==> config.mk <==
export PLATFORM = sky130hd
export DESIGN_NAME = aos_strm_feeder
export DESIGN_NICKNAME = d
export VERILOG_FILES = /design/src/rtl/aos_pkg.sv /design/src/rtl/aos_sync_fifo.sv /design/src/rtl/aos_strm_feeder.sv
export SDC_FILE = /design/constraint.sdc
export NUM_CORES = 1
export LEC_CHECK = 0
export BUFFER_PORTS_ARGS = -buffer_cell sky130_fd_sc_hd__buf_4
export CORE_ASPECT_RATIO = 0.7
export CORE_MARGIN = 2
export CORE_UTILIZATION = 63
export CTS_BUF_LIST = sky130_fd_sc_hd__clkbuf_4 sky130_fd_sc_hd__clkbuf_8
export DETAILED_ROUTE_END_ITERATION = 12
export PLACE_DENSITY = 0.81
export SKIP_CTS_REPAIR_TIMING = 1
export SKIP_LAST_GASP = 1
export SYNTH_ARGS = -nofsm -noshare
export SYNTH_HDL_FRONTEND = slang
export SYNTH_SLANG_ARGS = --single-unit
==> constraint.sdc <==
create_clock -name clk -period 6.1 [get_ports clk]
set_input_delay 1.22 -clock clk [delete_from_list [all_inputs] [get_ports clk]]
set_output_delay 1.22 -clock clk [all_outputs]
set_load 0.02 [all_outputs]
==> src/rtl/aos_pkg.sv <==
// Shared definitions for the AOS stream feeder.
//   - register byte offsets of the bus-facing register map
//   - CTRL / STATUS bit positions
//   - feeder FSM state encoding
//   - FIFO entry layout (end-of-frame flag + pixel word)
package aos_pkg;

  localparam int AOS_DATA_W = 32;

  // Register byte offsets
  localparam int unsigned AOS_FEED_DATA     = 32'h0;
  localparam int unsigned AOS_FEED_CTRL     = 32'h4;
  localparam int unsigned AOS_FEED_STATUS   = 32'h8;
  localparam int unsigned AOS_FEED_DATA_EOF = 32'hC;

  // CTRL bits above the frame_width field
  localparam int CTRL_EN_BIT  = 16;
  localparam int CTRL_CLR_BIT = 17;

  // STATUS bits
  localparam int STAT_FULL_BIT   = 8;
  localparam int STAT_EMPTY_BIT  = 9;
  localparam int STAT_FRAMES_LSB = 16;

  typedef enum logic [1:0] {
    FEED_IDLE  = 2'd0,
    FEED_RUN   = 2'd1,
    FEED_FLUSH = 2'd2
  } feed_state_e;

  typedef struct packed {
    logic                  eof;
    logic [AOS_DATA_W-1:0] data;
  } feed_entry_t;

endpackage

==> src/rtl/aos_sync_fifo.sv <==
// Single-clock show-ahead FIFO.
//   clk, rst : clock and synchronous active-high reset
//   push/din : write an entry (taken when not full, or when full with a
//              simultaneous pop)
//   pop      : consume the head entry; dout always shows the head
//   flush    : empty the FIFO in one cycle (wins over push/pop)
//   full, empty, count : occupancy
module aos_sync_fifo #(
  parameter int WIDTH = 33,
  parameter int DEPTH = 16
) (
  input  logic                       clk,
  input  logic                       rst,
  input  logic                       push,
  input  logic                       pop,
  input  logic                       flush,
  input  logic [WIDTH-1:0]           din,
  output logic [WIDTH-1:0]           dout,
  output logic                       full,
  output logic                       empty,
  output logic [$clog2(DEPTH+1)-1:0] count
);

  localparam int PTR_W = $clog2(DEPTH);
  localparam int CNT_W = $clog2(DEPTH+1);

  logic [WIDTH-1:0] mem_q [DEPTH];
  logic [PTR_W-1:0] wr_ptr_q, wr_ptr_d;
  logic [PTR_W-1:0] rd_ptr_q, rd_ptr_d;
  logic [CNT_W-1:0] count_q, count_d;
  logic             do_push, do_pop;

  assign full  = (count_q == CNT_W'(DEPTH));
  assign empty = (count_q == '0);
  assign count = count_q;
  assign dout  = mem_q[rd_ptr_q];

  // A push while full is only legal when the head leaves in the same cycle.
  assign do_push = push && (!full || pop);
  assign do_pop  = pop && !empty;

  always_comb begin
    wr_ptr_d = wr_ptr_q;
    rd_ptr_d = rd_ptr_q;
    count_d  = count_q;
    if (flush) begin
      wr_ptr_d = '0;
      rd_ptr_d = '0;
      count_d  = '0;
    end else begin
      if (do_push) wr_ptr_d = wr_ptr_q + PTR_W'(1);
      if (do_pop)  rd_ptr_d = rd_ptr_q + PTR_W'(1);
      if (do_push && !do_pop)      count_d = count_q + CNT_W'(1);
      else if (!do_push && do_pop) count_d = count_q - CNT_W'(1);
    end
  end

  always_ff @(posedge clk) begin
    if (rst) begin
      wr_ptr_q <= '0;
      rd_ptr_q <= '0;
      count_q  <= '0;
    end else begin
      wr_ptr_q <= wr_ptr_d;
      rd_ptr_q <= rd_ptr_d;
      count_q  <= count_d;
    end
  end

  // Storage needs no reset: entries are only read once written.
  always_ff @(posedge clk) begin
    if (do_push && !flush) mem_q[wr_ptr_q] <= din;
  end

endmodule

==> src/rtl/aos_strm_feeder.sv <==
// Upstream feeder for the AOS AXI4-stream core.
// Bus writes to DATA / DATA_EOF are queued in a FIFO and emitted as AXIS
// beats through a single output register stage. TLAST closes a frame every
// frame_width beats, or on a DATA_EOF entry.
// Ports:
//   clk, rst                 clock, synchronous active-high reset
//   bus_req_* / bus_rsp_*    register bus (valid/ready request, 1-cycle read data)
//   strm_out_*               AXIS master (data, valid, ready, keep, last)
//   dbg_state_o              current FSM state (feed_state_e encoding)
// Handshakes: a transfer happens on a rising edge where valid and ready are
// both high; a valid source holds its payload until that edge and never
// withdraws valid beforehand.
module aos_strm_feeder
  import aos_pkg::*;
#(
  parameter int DATA_W = AOS_DATA_W,  // must match AOS_DATA_W (entry layout)
  parameter int ADDR_W = 4,
  parameter int DEPTH  = 16,
  parameter int FWID_W = 9
) (
  input  logic                clk,
  input  logic                rst,
  input  logic                bus_req_valid,
  input  logic                bus_req_write,
  input  logic [ADDR_W-1:0]   bus_req_addr,
  input  logic [DATA_W-1:0]   bus_req_wdata,
  output logic                bus_req_ready,
  output logic                bus_rsp_valid,
  output logic [DATA_W-1:0]   bus_rsp_rdata,
  output logic [DATA_W-1:0]   strm_out_data,
  output logic                strm_out_valid,
  input  logic                strm_out_ready,
  output logic [DATA_W/8-1:0] strm_out_keep,
  output logic                strm_out_last,
  output logic [1:0]          dbg_state_o
);

  localparam int CNT_W = $clog2(DEPTH+1);

  // Registers
  feed_state_e       state_q, state_d;
  logic [FWID_W-1:0] fw_q, fw_d;
  logic              en_q, en_d;
  logic [FWID_W-1:0] beat_cnt_q, beat_cnt_d;
  logic [15:0]       frames_q, frames_d;
  logic              out_valid_q, out_valid_d;
  logic [DATA_W-1:0] out_data_q, out_data_d;
  logic              out_last_q, out_last_d;
  logic              rsp_valid_q, rsp_valid_d;
  logic [DATA_W-1:0] rsp_rdata_q, rsp_rdata_d;

  // Decode / control
  logic sel_data, sel_ctrl, sel_status, sel_eof;
  logic is_push_wr, accept, fifo_push, ctrl_wr, clear_wr, rd_acc;
  logic hs, load, flush_step;
  logic [DATA_W-1:0] rd_mux;
  logic [FWID_W-1:0] fw_eff, cnt_base;
  logic              load_last;

  // FIFO
  feed_entry_t      push_entry, head;
  logic             fifo_full, fifo_empty;
  logic [CNT_W-1:0] fifo_count;

  assign sel_data   = (bus_req_addr == ADDR_W'(AOS_FEED_DATA));
  assign sel_ctrl   = (bus_req_addr == ADDR_W'(AOS_FEED_CTRL));
  assign sel_status = (bus_req_addr == ADDR_W'(AOS_FEED_STATUS));
  assign sel_eof    = (bus_req_addr == ADDR_W'(AOS_FEED_DATA_EOF));

  assign is_push_wr = bus_req_valid && bus_req_write && (sel_data || sel_eof);

  // Output stage: load from the FIFO head when the stage is free or its beat
  // completes now. Loading pops the FIFO, which also frees a slot for a
  // same-cycle push when the FIFO is full.
  assign hs   = out_valid_q && strm_out_ready;
  assign load = (state_q == FEED_RUN) && en_q && !fifo_empty && (!out_valid_q || hs);

  assign bus_req_ready = (state_q != FEED_FLUSH) && !(is_push_wr && fifo_full && !load);

  assign accept    = bus_req_valid && bus_req_ready;
  assign fifo_push = accept && bus_req_write && (sel_data || sel_eof);
  assign ctrl_wr   = accept && bus_req_write && sel_ctrl;
  assign clear_wr  = ctrl_wr && bus_req_wdata[CTRL_CLR_BIT];
  assign rd_acc    = accept && !bus_req_write;

  assign push_entry.eof  = sel_eof;
  assign push_entry.data = bus_req_wdata;

  aos_sync_fifo #(
    .WIDTH($bits(feed_entry_t)),
    .DEPTH(DEPTH)
  ) u_fifo (
    .clk  (clk),
    .rst  (rst),
    .push (fifo_push),
    .pop  (load),
    .flush(flush_step),
    .din  (push_entry),
    .dout (head),
    .full (fifo_full),
    .empty(fifo_empty),
    .count(fifo_count)
  );

  // A width of 0 behaves as 1 so every beat closes a frame.
  assign fw_eff = (fw_q == '0) ? FWID_W'(1) : fw_q;

  // Position of the beat being loaded: beats completed so far, including
  // one that completes in this very cycle.
  assign cnt_base = hs ? (out_last_q ? '0 : beat_cnt_q + FWID_W'(1)) : beat_cnt_q;

  // ">=" so that shrinking frame_width mid-frame closes the frame at once.
  assign load_last = head.eof || (cnt_base >= fw_eff - FWID_W'(1));

  // FSM next state
  always_comb begin
    state_d    = state_q;
    flush_step = 1'b0;
    case (state_q)
      FEED_IDLE: if (en_q) state_d = FEED_RUN;
      FEED_RUN:  if (!en_q && !out_valid_q) state_d = FEED_IDLE;
      FEED_FLUSH: begin
        // Let the held beat drain first, then drop everything queued.
        if (!out_valid_q) begin
          flush_step = 1'b1;
          state_d    = en_q ? FEED_RUN : FEED_IDLE;
        end
      end
      default: state_d = FEED_IDLE;
    endcase
    if (clear_wr) state_d = FEED_FLUSH;
  end

  // Read mux
  always_comb begin
    rd_mux = '0;
    if (sel_ctrl) begin
      rd_mux[FWID_W-1:0]  = fw_q;
      rd_mux[CTRL_EN_BIT] = en_q;
    end else if (sel_status) begin
      rd_mux[4:0]                            = 5'(fifo_count);
      rd_mux[STAT_FULL_BIT]                  = fifo_full;
      rd_mux[STAT_EMPTY_BIT]                 = fifo_empty;
      rd_mux[STAT_FRAMES_LSB+15:STAT_FRAMES_LSB] = frames_q;
    end
  end

  // Datapath next state
  always_comb begin
    fw_d        = fw_q;
    en_d        = en_q;
    out_valid_d = out_valid_q;
    out_data_d  = out_data_q;
    out_last_d  = out_last_q;
    frames_d    = frames_q;
    beat_cnt_d  = flush_step ? '0 : cnt_base;
    rsp_valid_d = rd_acc;
    rsp_rdata_d = rd_acc ? rd_mux : rsp_rdata_q;

    if (ctrl_wr) begin
      fw_d = bus_req_wdata[FWID_W-1:0];
      en_d = bus_req_wdata[CTRL_EN_BIT];
    end

    if (hs && out_last_q) frames_d = frames_q + 16'd1;

    if (load) begin
      out_valid_d = 1'b1;
      out_data_d  = head.data;
      out_last_d  = load_last;
    end else if (hs) begin
      out_valid_d = 1'b0;
    end
  end

  always_ff @(posedge clk) begin
    if (rst) begin
      state_q     <= FEED_IDLE;
      fw_q        <= FWID_W'(128);
      en_q        <= 1'b0;
      beat_cnt_q  <= '0;
      frames_q    <= '0;
      out_valid_q <= 1'b0;
      out_data_q  <= '0;
      out_last_q  <= 1'b0;
      rsp_valid_q <= 1'b0;
      rsp_rdata_q <= '0;
    end else begin
      state_q     <= state_d;
      fw_q        <= fw_d;
      en_q        <= en_d;
      beat_cnt_q  <= beat_cnt_d;
      frames_q    <= frames_d;
      out_valid_q <= out_valid_d;
      out_data_q  <= out_data_d;
      out_last_q  <= out_last_d;
      rsp_valid_q <= rsp_valid_d;
      rsp_rdata_q <= rsp_rdata_d;
    end
  end

  assign strm_out_valid = out_valid_q;
  assign strm_out_data  = out_data_q;
  assign strm_out_last  = out_last_q;
  assign strm_out_keep  = '1;
  assign bus_rsp_valid  = rsp_valid_q;
  assign bus_rsp_rdata  = rsp_rdata_q;
  assign dbg_state_o    = state_q;

endmodule

# After elaboration in Yosys (flattened, before gate mapping)
# Memories as Yosys holds them, arrays and structs flattened. A register that Yosys moved wholly into a read port is not among the register bits.
# Index checks and enable logic that the tools add are counted.
# op_classes
muxes	28
n_eq_ne	13
order_cmp	1
div_mod_pow	0
bitwise	0
shift	0
reduce_logical	46
n_mul	0
add_sub_neg	7
# op_table
operator	n
$mux 9	3
$logic_and 1x1->1	22
$mux 5	4
$add 16x1->16 const B	1
$mux 16	1
$mux 15	1
$logic_not 1->1	10
$mux 1	10
$mux 2	5
$add 9x1->9 const B	1
$ge 9x9->1	1
$logic_not 9->1	1
$sub 9x1->9 const B	1
$add 4x1->4 const B	2
$eq 4x4->1 const B	2
$mux 4	2
$ne 2x2->1 const B	3
$ne 3x3->1 const B	2
$pmux 2 s3	1
$reduce_and 3->1	2
$add 5x1->5 const B	1
$eq 5x5->1 const B	1
$logic_not 5->1	1
$sub 5x1->5 const B	1
other kinds (11)	16
# word_totals
input_bits	41
ramBits	528
n_memories	1
latchBits	0
output_inout_bits	74
reg_bits	111
romBits	0
# mem_list
memory	depth	word_bits	rd	rd_ports_with_merged_regs	write_ports	line_no	source
u_fifo.mem_q	16	33	1	1	1	aos_sync_fifo.sv:27	logic [WIDTH-1:0] mem_q [DEPTH];

# Longest topological paths before layout
# Gate-level depths: netlist of run 1.
# logic_depth
word_depth	16
mapped_depth	14

# Cells and area by module
# Synthesis of run 1 repeated with hierarchy kept, for this count alone.
# hier_totals
cells_unflattened	1424
hier_area_um2	24994.0
# by_module_without_submodules
module	area_per_inst_um2	n_inst	cells_per_inst	seq_area_each_um2
aos_sync_fifo	20682.3	1	923	16195.5
aos_strm_feeder	4311.6	1	501	1961.9

# Least setup slack after synthesis of run 1
# Ideal clock, no wire load.
# synth_timing
path_kind	input -> register
startpoint	input port bus_req_addr[1]
endpoint	memory u_fifo.mem_q[3][0], enable pin
setup_ns	0.464
path_stages	5
arrival_ns	4.386
slack_ns	1.250
n_path_buf	1
path_cell_list	or2_1 -> clkbuf_1 -> nor4_2 -> nand3_1 -> nor3_1
# synth_between
elab_chain_cells	14
elab_cells_between_ends	15
# synth_lines
item	line_no	source
start, declared	aos_strm_feeder.sv:25	input logic [ADDR_W-1:0] bus_req_addr,
$eq 4x4->1 or $logic_not 4->1 (tied branches)	aos_strm_feeder.sv:68, aos_strm_feeder.sv:65	
$logic_or 1x1->1 (*)	aos_strm_feeder.sv:70, aos_strm_feeder.sv:81	
$logic_and 1x1->1	aos_strm_feeder.sv:70	assign is_push_wr = bus_req_valid && bus_req_write && (sel_data || sel_eof);
$logic_and 1x1->1 (2 in series)	aos_strm_feeder.sv:78	assign bus_req_ready = (state_q != FEED_FLUSH) && !(is_push_wr && fifo_full && !load);
$logic_not 1->1	aos_strm_feeder.sv:78	
$logic_and 1x1->1	aos_strm_feeder.sv:78	
$logic_and 1x1->1	aos_strm_feeder.sv:80	assign accept = bus_req_valid && bus_req_ready;
$logic_and 1x1->1	aos_strm_feeder.sv:81	assign fifo_push = accept && bus_req_write && (sel_data || sel_eof);
$logic_and 1x1->1 (*)	aos_strm_feeder.sv:81	
$logic_and 1x1->1 (*)	aos_sync_fifo.sv:39	assign do_push = push && (!full || pop);
$logic_and 1x1->1 (*)	aos_sync_fifo.sv:72	if (do_push && !flush) mem_q[wr_ptr_q] <= din;
$mux 1 (*)	aos_sync_fifo.sv:72	
$mux 1 (not written as such) (*)	aos_sync_fifo.sv:72	
end, declared	aos_sync_fifo.sv:27	
# Every way passes the cells marked *; elsewhere a longest branch is shown, timed or not.

# Worst setup path after layout of run 1
# layout_timing
startpoint	input port bus_req_addr[1]
endpoint	register u_fifo.count_q[4], in the netlist u_fifo.count[4]
# layout_between
elab_chain_cells	14
elab_cells_between_ends	17
# layout_lines
item	line_no	source
$eq 4x4->1 or $logic_not 4->1 (tied branches)	aos_strm_feeder.sv:68, aos_strm_feeder.sv:65	
$logic_or 1x1->1 (*)	aos_strm_feeder.sv:70, aos_strm_feeder.sv:81	
$logic_and 1x1->1	aos_strm_feeder.sv:70	
$logic_and 1x1->1 (2 in series)	aos_strm_feeder.sv:78	
$logic_not 1->1	aos_strm_feeder.sv:78	
$logic_and 1x1->1	aos_strm_feeder.sv:78	
$logic_and 1x1->1	aos_strm_feeder.sv:80	
$logic_and 1x1->1	aos_strm_feeder.sv:81	
$logic_and 1x1->1 (*)	aos_strm_feeder.sv:81	
$logic_and 1x1->1 (*)	aos_sync_fifo.sv:39	
$logic_not 1->1	aos_sync_fifo.sv:54	else if (!do_push && do_pop) count_d = count_q - CNT_W'(1);
$logic_and 1x1->1	aos_sync_fifo.sv:54	
$reduce_bool 2->1 (no source line)	n/a	
end signal, assigned	aos_sync_fifo.sv:66	count_q <= count_d;
end, declared	aos_sync_fifo.sv:30	logic [CNT_W-1:0] count_q, count_d;
# Marks and branches as above.
# A chain may end at the register's enable or synchronous reset.

==> flow_summary_export.csv, run 1 <==
group,metric,value,unit
timing,max_freq,269,MHz
global_route,antenna_found_initial,0,
global_route,grt_pass1_vias,13400,
setup_path,rr_startpoint,"dbg_state_o[1]",
detailed_routing,route.detailed.wl_per_inst,23.7,um
timing,slew_viol_final,0,
setup_path,crit_path_start_kind,"input pin",
floorplan,rows,61,
detailed_routing,final_antenna_net_count,0,
placement,gp_congestion,0.838,
yosys,postSynthCellCount,1370,
global_route,grt_first_pass_wirelength,77200,um
global_route,track_usage,0.248,
timing,finalCritPeriodShare,0.608,
pwr,seqPwrFrac,0.569,
run_status,status,"complete, no violations",
yosys,synth.mux.area_fraction,0.134,
clock_tree,clk_pin_slew_worst_paths,0.07,ns
flow_run,drv_cap,0,
worst_hold_path,hold_class,"register to register",
clock_tree,cts_tree,"yes",
finish,drive_above_1_share,0.274,
timing,rsz0062_at_grt,"false",
timing,postLayoutSetupSlackWorst,2.39,ns
pwr,p_switching,0.00172,W
yosys,synth.largest_area_cell,"edfxtp_1",
placement,port_buffers,104,
floorplan,dieArea,41400,um2
setup_path,crit_path_end_kind,"register",
setup_path,crit_fanout,17,
worst_hold_path,hold_path_end,"bus_rsp_rdata[5]",
floorplan,die_w,242,um
setup_path,critical_path_class,"input pin to register",
timing,slew_headroom,0.237,
yosys,synthArstFlopShare,0,
yosys,synth.most_common_cell,"edfxtp_1",
yosys,synthTopCellsByCount,"edfxtp_1 (528), mux4_2 (132), dfxtp_1 (115)",
setup_path,arrival,4.29,ns
floorplan,core-area,39500,um2
yosys,synthAdderAreaFrac,0.0113,
placement,dp.cells,1943,
clock_tree,root_buffer,"clkbuf_8",
clock_tree,worstSkewPairLatency,0.67,ns
detailed_routing,detail_route.vias_per_cell,6.20,
yosys,netlist_area,25000,um2
timing,min_period,3.71,ns
placement,dp.final_hpwl,27700,um
yosys,synth_cell_types,54,
detailed_routing,vias,13100,
yosys,synth_top_family_by_area,"multiplexers",
yosys,synth_edf_count,528,
setup_path,r2r-end,"u_fifo.count[4]",
detailed_routing,drt-pass1-iter-count,5,
timing,final_hold_viol_count,0,
clock_tree,numCtsBuffers,93,
setup_path,reg2regPathDepth,11,
placement,post-place-ws,1.77,ns
yosys,synth-xor-area-share,0.0122,
yosys,ys_ff_latch,643,
setup_path,worstPathRequired,6.68,ns
pwr,p_sw_frac,0.206,
finish,synthToLayoutAreaGrowth,12.2,%
yosys,synthTopCellsByArea,"edfxtp_1 (63%), mux4_2 (12%), dfxtp_1 (9.2%), a22o_1 (1.9%), mux2i_1 (1.4%)",
pwr,combinationalPowerShare,0.016,
floorplan,die_h,171,um
yosys,synth-simple-area-share,0.0465,
detailed_routing,drc,0,
pwr,p_per_area,297,nW/um2
pwr,p_leak,9.14,nW
yosys,ys.flop_type,"edfxtp_1",
pwr,p_int,0.00663,W
setup_path,reg2reg_slack,2.81,ns
yosys,synth-compound-area-share,0.0500,
yosys,syn_area_per_cell,18.3,um2
timing,setup_viol,0,
pwr,pwr-share-clk,0.415,
timing,worst_pin_slew,1.14,ns
pwr,vdd_drop_max,0.000184,V
clock_tree,htree_levels,3,
yosys,ys_seq_area_frac,0.725,
finish,final_nets,1566,
yosys,yosysWarnings,0,
timing,clock_skew,0.0252,ns
finish,final_cells,2117,
detailed_routing,drt_iter0_markers,1170,
global_route,grt_max_degree,68,
clock_tree,clock_sinks,643,
global_route,grt_overflow,0,
worst_hold_path,worstHoldStart,"bus_rsp_rdata[5]",
detailed_routing,routed_wl,50100,um
finish,antenna_cells,0,
timing,fin_setup_tns,0,ns
clock_tree,cts_buffer_depth,3,
yosys,synth.top_cell.area_share,0.633,
floorplan,io_pins,115,
worst_hold_path,hold_depth,2,
floorplan,start_util,0.635,
-- logic make-up (layout without fill, tap and decap cells) --
| group | count (synthesis) | in the layout |
|---|---|---|
| DFF | 643 | 643 |
| and+or+nand+nor | 228 | 228 |
| AOI/OAI and AO/OA | 176 | 176 |
| muxes | 169 | 169 |
| buffers and inverters | 95 | 299 |
| xor gates and xnor gates | 35 | 35 |
| adders and majority gates | 22 | 22 |
| other | 2 | 10 |
-- cells in the final DEF (no fill, tap or decap), drive strengths merged, types with 42 or more instances in the layout --
master and instances:
nor2 59, nand2 44, buf 113, a21oi 61, edfxtp 528, clkbuf 138
mux4 132, a22o 53, dfxtp 115, nor2b 42
-- worst max-delay path: stages --
cell and delay, ns:
buf_4 0.10, or2_1 0.29, nor4_2 0.44, and2_1 0.51, ha_1 0.28, inv_1 0.11
fa_1 0.42, a21o_1 0.18, a21oi_1 0.19, xnor2_1 0.09, or3_1 0.30, a21oi_1 0.14
-- cell type report --
class                      instances  area, um2
inverter                          12       45.0
fill                            2373      11400
tap                              535        669
multi-input combinational        640       6430
clock buffer                     138       1710
timing repair buffer             113        873
sequential                       643      18200
clock inverter                    36        196
-- per-stage QoR --
| stage | power, W | cell area (um2) | hold slack [ns] | utilization |
|---|---|---|---|---|
| after floorplan | 0.00490 | 25100 | 0.458 | - |
| after global placement | 0.00497 | 26200 | 0.444 | 0.664 |
| after detailed placement | 0.00497 | 26200 | 0.448 | 0.664 |
| after CTS | 0.00838 | 28100 | 0.457 | 0.712 |
| after global routing | 0.00859 | 28100 | 0.476 | 0.712 |
| final | 0.00834 | 28100 | 0.456 | 0.712 |
-- registers in the layout (all words and copies together) (netlist names), named ones only --
name and count:
strm_out_last 1, strm_out_data 32, dbg_state_o 2, u_fifo.mem_q 528, en_q 1, strm_out_valid 1
u_fifo.wr_ptr_q 4, u_fifo.rd_ptr_q 4, beat_cnt_q 9, frames_q 16, bus_rsp_rdata 26, u_fifo.count 5
bus_rsp_valid 1, fw_q 9
-- power groups by stage --
stage	clock network, W	registers, W	logic, W
4_1_cts	0.00350	0.00475	0.000134
3_5_place_dp	0	0.00484	0.000133
6_report	0.00346	0.00475	0.000135
5_1_grt	0.00369	0.00474	0.000148
3_3_place_gp	0	0.00484	0.000126
2_1_floorplan	0	0.00484	0.0000542
-- per-layer routing --
layer | wire length (um) | vias to the layer above | GRT usage
met5 | 0 | - | 0
met3 | 3790 | 98 | 0.0494
met4 | 1060 | 0 | 0.0773
li1 | - | 5739 | -
met2 | 23500 | 536 | 0.386
met1 | 21700 | 6744 | 0.362
-- worst max path at each step --
stage	startpoint	to	slack (ns)	cells past startpoint
after CTS	dbg_state_o[1]	bus_req_ready	2.45	5
after global routing	bus_req_addr[1]	u_fifo.count[4]	2.25	12
final	bus_req_addr[1]	u_fifo.count[4]	2.39	12
after floorplan	bus_req_addr[1]	u_fifo.mem_q[3][0]	1.25	5
after detailed placement	bus_req_addr[1]	u_fifo.count[4]	1.77	12
after global placement	bus_req_addr[1]	u_fifo.count[4]	1.88	12
Note: power is estimated with default switching activity, not from simulation.
==> run 2: changes to the inputs <==
ABC_AREA = 1   (was unset)
CORE_UTILIZATION = 64   (was 63)
PLACE_DENSITY = 0.82   (was 0.81)
clock period = 3.54 ns   (was 6.1 ns; I/O delays follow)
==> run 2 against run 1 <==
Routed wire length up 26%. Die area is 4.9% higher. Setup slack got worse by 1.5 ns. Largest power group unchanged. Highest routed layer unchanged.
==> flow_summary_export.csv, run 2 <==
group,metric,value,unit
yosys,synth.most_common_cell,"edfxtp_1",
setup_path,reg2regPathDepth,17,
yosys,synthTopCellsByCount,"edfxtp_1 (528), nor2_1 (488), nand3_1 (248)",
clock_tree,root_buffer,"clkbuf_8",
timing,max_freq,372,MHz
global_route,antenna_found_initial,0,
yosys,synthArstFlopShare,0,
global_route,grt_max_degree,228,
clock_tree,worstSkewPairLatency,0.65,ns
pwr,p_leak,10.9,nW
setup_path,crit_chain,"nor2_1 -> nand4_1 -> nand3_2 -> buf_4 -> a21oi_1 -> buf_4",
placement,gp_congestion,0.897,
timing,final_hold_viol_count,0,
run_status,status,"complete, no violations",
setup_path,crit_cells,6,
pwr,power,0.0143,W
floorplan,start_util,0.650,
timing,worst_pin_slew,1.03,ns
finish,antenna_cells,0,
clock_tree,numCtsBuffers,92,
detailed_routing,routed_wl,63000,um
setup_path,crit_family,"flip-flops",
global_route,grt_busiest_layer,"met2",
detailed_routing,vias,18800,
timing,slew_viol_final,0,
global_route,grt_overflow,0,
yosys,yosysWarnings,0,
setup_path,slowest_delay,0.45,ns
clock_tree,cts_tree,"yes",
timing,clock_skew,0.0198,ns
setup_path,crit_top_cell,"buf_4",
finish,final_nets,2631,
finish,final_util,0.726,
flow_run,drv_cap,0,
yosys,synth_edf_count,528,
finish,largest_reg_flops,528,
global_route,use_met1,0.429,
floorplan,core-area,41100,um2
global_route,grt_pass1_vias,18000,
detailed_routing,drc,0,
timing,min_period,2.69,ns
yosys,synth_cell_types,37,
setup_path,worstPathRequired,2.83,ns
placement,dp.final_hpwl,35200,um
clock_tree,clock_sinks,643,
timing,fin_setup_tns,0,ns
finish,largest-register,"u_fifo.mem_q",
detailed_routing,drt_iter0_markers,2445,
yosys,synthTopCellsByArea,"edfxtp_1 (59%), dfxtp_1 (8.6%), nor2_1 (6.9%), nand3_1 (4.6%), o21ai_0 (3.5%)",
detailed_routing,drt-pass1-iter-count,6,
timing,setup_viol,0,
pwr,p_per_area,479,nW/um2
detailed_routing,route.detailed.wl_per_inst,19.8,um
yosys,ys_seq_area_frac,0.680,
yosys,netlist_area,26700,um2
detailed_routing,final_antenna_net_count,0,
finish,final_cell_mix,"edfxtp_1 (528), nor2_1 (488), nand3_1 (248)",
setup_path,slowest_stage,"dfxtp_1",
floorplan,rows,62,
global_route,use_met2,0.453,
yosys,synth.largest_area_cell,"edfxtp_1",
pwr,vdd_drop_max,0.000506,V
clock_tree,htree_levels,3,
finish,layout_commonest_cell,"edfxtp_1",
finish,final.fill_count,2761,
setup_path,crit_buf_inv,2,
setup_path,crit_path_end_kind,"output port",
worst_hold_path,hold_class,"input pin to register",
setup_path,crit_path_start_kind,"register",
yosys,ys_ff_latch,643,
worst_hold_path,hold_depth,1,
clock_tree,cts_buffer_depth,3,
setup_path,crit_fanout,10,
floorplan,die_w,248,um
clock_tree,clk_pin_slew_worst_paths,0.06,ns
detailed_routing,detail_route.vias_per_cell,5.92,
yosys,syn_area_per_cell,10.8,um2
floorplan,io_pins,115,
yosys,ys.flop_type,"edfxtp_1",
finish,synthToLayoutAreaGrowth,11.7,%
setup_path,critical_path_class,"register to output port",
timing,slew_headroom,0.315,
placement,port_buffers,104,
timing,rsz0062_at_grt,"false",
floorplan,dieArea,43400,um2
yosys,synth.top_cell.area_share,0.594,
global_route,use_met3,0.0501,
global_route,grt_first_pass_wirelength,97600,um
timing,finalCritPeriodShare,0.759,
yosys,postSynthCellCount,2468,
setup_path,arrival,1.98,ns
finish,drive_above_1_share,0.130,
global_route,track_usage,0.292,
floorplan,die_h,175,um
timing,hold_ws,0.343,ns
## run 2: changes by cell type after synthesis, sizes merged, moves of 46 or more
cell / delta
nand3: +238
buf: +46
inv: +181
mux4: -132
o21ai: +257
nor2: +430
o211ai: +63
a22o: -53
nand2: +183
## run 2: kinds of logic (layout without fill, tap and decap cells)
logic type               after synthesis  count (layout)  synth area share
AO/OA/AOI/OAI                        403             403            0.0849
XOR/XNOR                              13              13           0.00426
adder cells (fa/ha/maj)               22              22            0.0106
buffers and inverters                349             513            0.0564
flip-flops                           643             643             0.680
other                                  2              10          0.000281
AND/OR/NAND/NOR                     1036            1036             0.164
## run 2: metrics by stage
| step | setup slack [ns] | cell area, um2 | instances |
|---|---|---|---|
| after floorplan | -0.628 | 26700 | 2476 |
| after global placement | 0.619 | 28000 | 3018 |
| after detailed placement | 0.558 | 28000 | 3018 |
| after CTS | 0.816 | 29800 | 3184 |
| after global routing | 0.700 | 29800 | 3184 |
| final | 0.853 | 29800 | 3184 |
## run 2: area by class of cell
type | instances | area (um2) | area share
clock inverters | 22 | 101 | 0.00340
repair buffers | 150 | 1240 | 0.0415
multi-input cells | 1484 | 7170 | 0.240
well taps | 544 | 681 | 0.0228
inverters | 197 | 749 | 0.0251
flip-flops and latches | 643 | 18200 | 0.609
clock buffers | 144 | 1730 | 0.0580
## run 2: worst paths after layout
kind	start	end	slack (ns)
max	u_fifo.count[0]	bus_req_ready	0.85
min	bus_req_wdata[20]	u_fifo.mem_q[15][20]	0.34
max reg2reg	fw_q[5]	strm_out_last	0.93
min reg2reg	bus_rsp_rdata[21]	bus_rsp_rdata[21]	0.48
## run 2: layer usage
metal | vias to the layer above | routed length, um
met4 | 0 | 1470
met1 | 9007 | 26600
met3 | 130 | 5990
li1 | 8725 | -
met5 | - | 0
met2 | 980 | 28900
## run 2: worst reg2reg max path: cells and delay by family, from the launching register on
family / cells / cell delay [ns]
buffers and inverters: 1 / 0.14
XOR/XNOR: 1 / 0.20
adder cells (fa/ha/maj): 2 / 0.50
AND/OR/NAND/NOR: 13 / 1.19
flip-flops: 1 / 0.45
## run 2: power breakdown
part           switching [W]  total (W)  leakage, nW  internal (W)
Clock                0.00273    0.00583        0.987       0.00310
Sequential        0.00000896    0.00819         5.68       0.00818
Combinational       0.000203   0.000279         4.19     0.0000759
Total                0.00294     0.0143         10.9        0.0114
